--- config.mk ---
export PLATFORM = sky130hd
export DESIGN_NAME = victim_writeback
export DESIGN_NICKNAME = d
export VERILOG_FILES = /design/src/rtl/victim_writeback.sv
export SDC_FILE = /design/constraint.sdc
export NUM_CORES = 1
export LEC_CHECK = 0
export ABC_CLOCK_PERIOD_IN_PS = 2400
export BUFFER_PORTS_ARGS = -buffer_cell sky130_fd_sc_hd__buf_2
export CORE_AREA = 2 2 168 170
export CTS_CLUSTER_SIZE = 30
export DETAILED_ROUTE_END_ITERATION = 10
export DIE_AREA = 0 0 170 172
export PLACE_DENSITY = 0.79
export SLEW_MARGIN = 20
export SYNTH_ARGS = -nofsm -noshare
export SYNTH_HDL_FRONTEND = slang
export SYNTH_SLANG_ARGS = --single-unit
--- constraint.sdc ---
create_clock -name clk -period 2.4 [get_ports clk]
set_clock_uncertainty 0.05 [all_clocks]
set_input_delay 0.36 -clock clk [delete_from_list [all_inputs] [get_ports clk]]
set_output_delay 0.36 -clock clk [all_outputs]
set_load 0.05 [all_outputs]
--- src/rtl/victim_writeback.sv ---
// Writeback engine: captures an evicted 256-bit cache line into a local buffer
// and streams it to memory as eight 32-bit beats over a valid/ready handshake.
module victim_writeback #(
  parameter int TAG_W = 24
) (
  input  logic             clk,
  input  logic             reset,
  input  logic             wbReq,
  input  logic [1:0]       wbWay,
  input  logic [2:0]       wbIndex,
  input  logic [TAG_W-1:0] wbTag,
  output logic             wbBusy,
  output logic             wbDone,
  output logic [1:0]       cWay,
  output logic [2:0]       cIndex,
  output logic             cRead,
  input  logic [255:0]     selBlock,
  output logic             memValid,
  input  logic             memReady,
  output logic [TAG_W+7:0] memAddr,
  output logic [31:0]      memData,
  output logic             memLast
);

  typedef enum logic [1:0] {IDLE, CAPTURE, SEND, DONE} state_t;

  state_t             state_q, state_d;
  logic [1:0]         cWay_q, cWay_d;
  logic [2:0]         cIndex_q, cIndex_d;
  logic [TAG_W-1:0]   tag_q, tag_d;
  logic [2:0]         beat_q, beat_d;
  logic [255:0]       buffer_q, buffer_d;

  always_ff @(posedge clk) begin
    if (!reset) begin
      state_q  <= IDLE;
      cWay_q   <= '0;
      cIndex_q <= '0;
      tag_q    <= '0;
      beat_q   <= '0;
      buffer_q <= '0;
    end else begin
      state_q  <= state_d;
      cWay_q   <= cWay_d;
      cIndex_q <= cIndex_d;
      tag_q    <= tag_d;
      beat_q   <= beat_d;
      buffer_q <= buffer_d;
    end
  end

  // The buffer is the sole data source once CAPTURE ends, so later array
  // writes or selBlock changes cannot corrupt a line already in flight.
  always_comb begin
    state_d  = state_q;
    cWay_d   = cWay_q;
    cIndex_d = cIndex_q;
    tag_d    = tag_q;
    beat_d   = beat_q;
    buffer_d = buffer_q;
    case (state_q)
      IDLE: begin
        if (wbReq) begin
          cWay_d   = wbWay;
          cIndex_d = wbIndex;
          tag_d    = wbTag;
          state_d  = CAPTURE;
        end
      end
      CAPTURE: begin
        buffer_d = selBlock;
        beat_d   = 3'd0;
        state_d  = SEND;
      end
      SEND: begin
        if (memReady) begin
          if (beat_q == 3'd7) state_d = DONE;
          else                beat_d  = beat_q + 3'd1;
        end
      end
      DONE: state_d = IDLE;
      default: state_d = IDLE;
    endcase
  end

  assign wbBusy   = (state_q != IDLE);
  assign wbDone   = (state_q == DONE);
  assign cRead    = (state_q == CAPTURE);
  assign memValid = (state_q == SEND);
  assign memLast  = (state_q == SEND) && (beat_q == 3'd7);
  assign cWay     = cWay_q;
  assign cIndex   = cIndex_q;
  assign memData  = buffer_q[{beat_q, 5'b00000} +: 32];
  assign memAddr  = {tag_q, cIndex_q, beat_q, 2'b00};

endmodule

Word-level counts from Yosys, hierarchy flattened
Index checks and enable logic that the tools add are counted.
{ "word_totals": {"inputBits": 289, "word_cells": 30, "out_inout_bits": 74, "regBits": 290} }
{ "classes": {"shift": 1, "muxes": 7, "n_eq_ne": 8, "n_addsub": 1, "reduce_logical": 7} }
{ "ops": {"columns": ["op", "count"], "rows": [
  ["$shiftx A256 B9 Y32", 1],
  ["$pmux W2 S4", 1],
  ["$mux W2", 3],
  ["$mux W3", 2],
  ["$pmux W3 S2", 1],
  ["$reduce_and A3 Y1", 2],
  ["$eq A2 B2 Y1 const B", 2],
  ["$ne A2 B1 Y1 const B", 2],
  ["$ne A2 B2 Y1 const B", 2],
  ["$reduce_bool A2 Y1", 2],
  ["$add A3 B1 Y3 const B", 1],
  ["$eq A3 B3 Y1 const B", 1],
  ["$eq A2 B1 Y1 const B", 1],
  ["$logic_not A2 Y1", 1],
  ["$reduce_and A2 Y1", 1],
  ["$logic_and A1 B1 Y1", 1]
]} }

Logic depth before layout (Yosys ltp)
Gate-level depths: netlist (run 1).
{ "depth": {"word_depth": 4, "mapped_depth": 7, "depth_no_buf": 5} }

Worst setup path before layout (run 1)
OpenSTA, ideal clock, no wires.
{ "synth_path": {"path_kind": "flip-flop to output port", "startpoint": "register beat_q[2]", "endpoint": "output port memData[10]", "arrival_ns": 2.004, "required_time_ns": 1.990, "path_slack_ns": -0.014, "path_stages_with_launch": 5, "path_buffers": 2, "cell_sequence": "dfxtp_1 -> buf_2 -> clkbuf_1 -> mux4_2 -> mux2_2"} }
{ "synth_via": {"elab_chain_len": 1} }
{ "synth_rtl": {"columns": ["item", "line_no", "source"], "rows": [
  ["start: declaration", "31", "logic [2:0] beat_q, beat_d;"],
  ["start signal: assignment", "47", "beat_q <= beat_d;"],
  ["$shiftx A256 B9 Y32", "93", "assign memData = buffer_q[{beat_q, 5'b00000} +: 32];"],
  ["end: declaration", "21", "output logic [31:0] memData,"]
]} }
Every way passes these cells.

Worst setup path after layout (run 1)
{ "layout_path": {"startpoint": "register beat_q[1]", "endpoint": "output port memData[28]"} }
The elaborated chain is that of the path after synthesis.

==> impl_metrics.py, run 1 <==
metrics = {
    "outcome": {
        "outcome": "finished, violations left",
        "violations": "negative setup slack",
    },
    "worst_setup_path": {
        "path_cells": "buf_16 -> buf_4 -> mux4_2 -> mux2_4 -> buf_8",
        "crit_buf_inv": 3,
        "rr_startpoint": "state_q[0]",
        "cp.required_ns": 1.99,
        "path_max_fanout": 11,
        "slowest_delay_ns": 0.51,
        "endpoint_kind": "output port",
        "cp-startpoint": "beat_q[1]",
        "start_kind": "register",
        "path_class": "reg -> out",
        "critPathTopFamily": "multiplexers",
        "cp.arrival_ns": 2.24,
        "crit_slowest_cell": "mux4_2",
    },
    "synth": {
        "netlist_area_sq_um": 12900,
        "synth_top_area_share": 0.448,
        "synth-compound-area-share": 0.0196,
        "synth_cells": 1112,
        "yosysUniqueCellTypes": 25,
        "synth_warnings": 0,
        "synth_top_cell_by_area": "dfxtp_1",
        "synth_fa_ha_area_frac": 0.00773,
        "synth_area_leaders": "dfxtp_1 (45%), mux2i_1 (20%), nor2b_1 (12%), mux4_2 (9.7%), mux2_2 (2.8%)",
        "syn_area_per_cell_sq_um": 11.6,
        "synth.area.mux_share": 0.342,
        "synth_top_family_by_area": "multiplexers",
        "ys_seq_area_frac": 0.448,
        "synth_seq_cells": 290,
        "yosys.area_share.simple": 0.146,
        "synth_xor_area_frac": 0,
    },
    "grt": {
        "grt_util_met2": 0.359,
        "grt_pass1_wl_mm": 51.0,
        "grt.total_usage": 0.220,
        "grt_max_degree": 113,
        "use_met3": 0.0513,
        "grt_pass1_vias": 9686,
        "grtUsageMet1": 0.281,
        "top_usage_layer": "met2",
        "grt_overflow": 0,
        "antenna_found_initial": 13,
    },
    "power_and_ir_drop": {
        "switching_power_w": 0.00588,
        "p_sw_frac": 0.331,
        "p_int_w": 0.0119,
        "clock_power_share": 0.268,
        "power_density_nw_per_um2": 1050,
        "ir_worst_vdd_mv": 0.747,
        "leakagePower_nw": 6.90,
        "p_seq_frac": 0.361,
        "pwr-share-comb": 0.371,
    },
    "layout": {
        "syn2layout_area_growth_pct": 31.0,
        "nNetsFinal": 1769,
        "finish.instance_area_sq_um": 17000,
        "drive_above_1_share": 0.366,
    },
    "floorplan": {
        "die_h_microns": 172,
        "die-area_sq_um": 29200,
        "io_pins": 363,
        "initial_core_util": 0.471,
        "coreArea_sq_um": 27500,
        "num_rows": 61,
        "die_w_microns": 170,
    },
    "clock_tree": {
        "cts.path.max_buffers": 3,
        "htree_num_levels": 1,
        "cts_tree": "yes",
        "cts.reportedPaths.clkPinSlew_ns": 0.06,
        "cts-root-buf": "clkbuf_16",
        "numCtsBuffers": 30,
        "cts.sink_count": 290,
        "clk_latency_ns": 0.55,
    },
    "sta": {
        "rsz0062_at_grt": "yes",
        "setup_viol_count_final": 32,
        "fmax_mhz": 377,
        "finalWorstSetupSlack_ns": -0.249,
        "fin_crit_ns": 2.65,
        "drv_slew": 0,
        "hold_viol": 0,
        "slew_headroom": 0.312,
        "post-route-period-util": 1.10,
        "worstMarginPinSlew_ns": 1.03,
    },
    "drt": {
        "drt_iter0_markers": 504,
        "post_drt_wl_per_cell_microns": 18.0,
        "vias_per_cell": 5.10,
        "drc": 0,
        "routed_wl_mm": 33.4,
        "ant_nets": 0,
        "dr.pass1.iters": 4,
        "vias": 9456,
    },
    "min_path": {
        "hold_start": "selBlock[126]",
        "hold_path.class": "in -> reg",
    },
    "placement": {
        "gp_congestion": 0.767,
        "io_buffers": 360,
        "dpl.hpwl_mm": 22.1,
        "placed_cell_area_sq_um": 15100,
        "post-place-ws_ns": 0.188,
    },
    "job": {
        "drv_cap": 0,
    },
}
[power by group through the flow]
stage                     sequential [W]  combinational (W)  clock [W]
final                            0.00642            0.00660    0.00476
after global routing             0.00653            0.00707    0.00506
after CTS                        0.00641            0.00658    0.00483
after detailed placement         0.00649            0.00622          0
after global placement           0.00645            0.00607          0
after floorplan                  0.00657            0.00467          0
[cells by family (layout without fill, tap and decap cells)]
family,Yosys count,in the layout
multiplexers,356,356
AND/OR/NAND/NOR,327,327
flip-flops,290,290
buffers and inverters,97,477
AO/OA/AOI/OAI,33,33
adder cells (fa/ha/maj),8,8
other,1,16
[sequential cells by signal (all words and copies together) (netlist names)]
signal    cells
beat_q        3
cWay          2
cIndex        3
buffer_q    256
tag_q        24
state_q       2
[cell type report]
| cell class | instances | area, sq um |
|---|---|---|
| fillers | 2145 | 10500 |
| multi-input cells | 726 | 6760 |
| flip-flops and latches | 290 | 5810 |
| repair buffers | 418 | 2870 |
| clock buffers | 48 | 941 |
| well taps | 346 | 433 |
| clock inverters | 5 | 77.6 |
| diodes | 14 | 35.0 |
| inverters | 6 | 22.5 |
[layer usage]
metal	share of wire	routed length, microns
met4	0.035	1180
met3	0.067	2250
met1	0.43	14500
met2	0.46	15500
met5	0.00072	24
[worst min-delay path: stages]
cell,delay [ns]
buf_2,0.08
mux2i_1,0.05
nor2b_1,0.09
[cells in the mapped netlist, drive strengths merged]
| master | instances |
|---|---|
| a21boi | 29 |
| a222oi | 1 |
| a22o | 1 |
| a31oi | 1 |
| and2 | 2 |
| buf | 43 |
| clkbuf | 48 |
| conb | 1 |
| dfxtp | 290 |
| ha | 8 |
| inv | 6 |
| mux2 | 32 |
| mux2i | 260 |
| mux4 | 64 |
| nand2 | 64 |
| nand3 | 2 |
| nand3b | 1 |
| nor2b | 257 |
| o221a | 1 |
| or2 | 1 |
[placed cells by master, fill, tap and decap left out, types with 14 or more instances in the layout]
cell type,instances
a21boi_0,29
buf_12,16
buf_2,326
buf_4,16
buf_6,21
buf_8,14
clkbuf_16,32
dfxtp_1,287
diode_2,14
dlygate4sd3_1,19
mux2_2,18
mux2_4,14
mux2i_1,260
mux4_2,60
nand2_1,64
nor2b_1,257
[path summary, 6_finish.rpt]
check / end / slack [ns] / depth (start not counted)
max: memData[28] / -0.25 / 5
min: buffer_q[126] / 0.02 / 3
max reg2reg: tag_q[18] / 0.29 / 5
min reg2reg: tag_q[23] / 0.41 / 2
[through the flow]
stage	setup TNS, ns	utilization	hold slack, ns	total power [W]	std cells
finish	-7.05	0.617	0.0206	0.0178	1853
global route	-9.32	0.617	0.00962	0.0187	1848
CTS	-7.92	0.613	0.000254	0.0178	1837
detailed placement	0	0.550	0.405	0.0127	1752
global placement	0	0.550	0.396	0.0125	1752
floorplan	0	-	0.424	0.0112	1113
[what timing repair did]
action                                 in CTS  in global routing
hold buffers                               18                  1
gates resized for setup                    92                 19
gates cloned                                4                  0
buffers inserted                           10                  2
setup endpoints to repair                  34                 33
endpoints found under the hold margin      18                  1
No activity file was read; power rests on OpenSTA's default activity.
==> run 2, diff against run 1 <==
--- a/config.mk
+++ b/config.mk
@@ -8,9 +8,9 @@
 export ABC_CLOCK_PERIOD_IN_PS = 2400
 export BUFFER_PORTS_ARGS = -buffer_cell sky130_fd_sc_hd__buf_2
-export CORE_AREA = 2 2 168 170
+export CORE_AREA = 2 2 193 148
 export CTS_CLUSTER_SIZE = 30
 export DETAILED_ROUTE_END_ITERATION = 10
-export DIE_AREA = 0 0 170 172
-export PLACE_DENSITY = 0.79
+export DIE_AREA = 0 0 195 150
+export PLACE_DENSITY = 0.8
 export SLEW_MARGIN = 20
 export SYNTH_ARGS = -nofsm -noshare
==> constraint.sdc (replaced) <==
create_clock -name clk -period 2.4 [get_ports clk]
set_clock_uncertainty 0.05 [all_clocks]
set_input_delay 0.48 -clock clk [delete_from_list [all_inputs] [get_ports clk]]
set_output_delay 0.48 -clock clk [all_outputs]
set_load 0.05 [all_outputs]
==> run 2 against run 1 <==
Compared with the run above: the run still ends with negative setup slack left; cell count down 0.97%; fmax decreased by 5.1%; critical path type unchanged; non-clock buffer count shrank 24; cell area is 1.9% lower; via count shrank 2.3%.
==> impl_metrics.py, run 2 (synthesized netlist as in run 1, its figures left out) <==
metrics = {
    "placement": {
        "dpl.hpwl_mm": 23.3,
        "gp_congestion": 0.826,
        "placed_cell_area_sq_um": 15100,
        "dp_cells": 1762,
        "io_buffers": 360,
    },
    "worst_setup_path": {
        "crit_slowest_cell": "mux4_2",
        "endpoint_kind": "output port",
        "start_kind": "register",
        "path_class": "reg -> out",
        "path_cells": "buf_12 -> buf_12 -> buf_16 -> mux4_2 -> mux2_4 -> buf_6",
        "slowest_delay_ns": 0.50,
        "path_max_fanout": 8,
        "cpMostUsedCell": "buf_12",
        "cp.required_ns": 1.87,
        "cp.arrival_ns": 2.26,
    },
    "layout": {
        "reg_top3": "buffer_q x256, tag_q x24",
        "syn2layout_area_growth_pct": 28.5,
        "drive_above_1_share": 0.373,
        "final_common_cell": "buf_2",
        "utilization": 0.606,
        "top_register": "buffer_q",
        "nNetsFinal": 1745,
        "stdcell_count": 1835,
        "largest_register_ffs": 256,
        "final_cell_mix": "buf_2 (326), dfxtp_1 (287), mux2i_1 (260), nor2b_1 (257), nand2_1 (64)",
        "finish.instance_area_sq_um": 16600,
    },
    "floorplan": {
        "num_rows": 53,
        "coreArea_sq_um": 27500,
        "die_w_microns": 195,
        "die_h_microns": 150,
        "initial_core_util": 0.472,
        "io_pins": 363,
        "die-area_sq_um": 29300,
    },
    "drt": {
        "drc": 0,
        "dr.pass1.iters": 4,
        "vias": 9239,
        "drt_iter0_markers": 406,
        "routed_wl_mm": 34.0,
        "ant_nets": 0,
        "post_drt_wl_per_cell_microns": 18.6,
        "vias_per_cell": 5.03,
    },
    "sta": {
        "drv_slew": 0,
        "setup_viol_count_final": 32,
        "finalWorstSetupSlack_ns": -0.391,
        "fin_crit_ns": 2.79,
        "fmax_mhz": 358,
        "rsz0062_at_grt": "yes",
        "hold_viol": 0,
        "post-route-period-util": 1.16,
        "slew_headroom": 0.668,
        "worstMarginPinSlew_ns": 0.496,
    },
    "outcome": {
        "violations": "negative setup slack",
        "outcome": "finished, violations left",
    },
    "clock_tree": {
        "cts.reportedPaths.clkPinSlew_ns": 0.06,
        "cts_tree": "yes",
        "clk_latency_ns": 0.54,
        "cts.path.max_buffers": 3,
        "cts.sink_count": 290,
        "htree_num_levels": 1,
        "numCtsBuffers": 30,
        "cts-root-buf": "clkbuf_16",
    },
    "min_path": {
        "hold_path.class": "in -> reg",
    },
    "grt": {
        "grt_max_degree": 101,
        "grt_pass1_vias": 9439,
        "grt_pass1_wl_mm": 52.7,
        "grt_overflow": 0,
        "grt.total_usage": 0.228,
        "antenna_found_initial": 9,
    },
    "power_and_ir_drop": {
        "leakagePower_nw": 6.78,
        "power.total_w": 0.0177,
        "ir_worst_vdd_mv": 0.696,
        "power_density_nw_per_um2": 1060,
    },
    "job": {
        "drv_cap": 0,
    },
}
-- run 2: layout make-up --
| class | instances | area [sq um] |
|---|---|---|
| sequential | 290 | 5810 |
| fill | 2200 | 10800 |
| clock buffer | 45 | 948 |
| antenna | 8 | 20.0 |
| timing repair buffer | 394 | 2570 |
| tap | 357 | 447 |
| inverter | 6 | 22.5 |
| clock inverter | 9 | 101 |
| multi-input combinational | 726 | 6720 |
-- run 2: repair_timing --
item,4_1_cts,5_1_grt
cloned,5,0
hold buffers,0,0
resized for setup,85,6
setup buffers,7,0
setup endpoints to repair,34,33
hold endpoints to repair,0,0
-- run 2: critical path: cells and delay by family (launching register included) --
family   cells  cell delay, ns
buf+inv      4            0.55
flops        1            0.37
mux          2            0.80
-- run 2: worst paths after layout --
check / start / endpoint / slack (ns) / cells past startpoint
hold reg to reg: tag_q[23] / tag_q[23] / 0.41 / 2
setup reg to reg: state_q[0] / tag_q[17] / 0.51 / 6
setup / recovery: beat_q[1] / memData[11] / -0.39 / 6
hold / removal: wbTag[4] / tag_q[4] / 0.13 / 3
-- run 2: routing by layer --
| metal | up-vias | track usage | routed length (microns) |
|---|---|---|---|
| met5 | - | 0 | 49 |
| li1 | 4518 | - | - |
| met2 | 300 | 0.366 | 15200 |
| met4 | 6 | 0.0656 | 787 |
| met1 | 4364 | 0.309 | 15700 |
| met3 | 51 | 0.0530 | 2310 |
-- run 2: stage by stage --
step                TNS, ns  setup WS [ns]  hold slack (ns)
global route         -13.16         -0.477            0.127
global placement          0          0.122            0.396
floorplan                 0         0.0582            0.424
finish               -10.60         -0.391            0.130
CTS                  -11.77         -0.422            0.109
detailed placement        0         0.0790            0.403
-- run 2: power breakdown --
part	leakage [nW]	internal (W)	total, W	switching, W
registers	2.38	0.00585	0.00642	0.000567
clock network	0.523	0.00293	0.00485	0.00192
logic	3.88	0.00304	0.00645	0.00341
total	6.78	0.0118	0.0177	0.00590
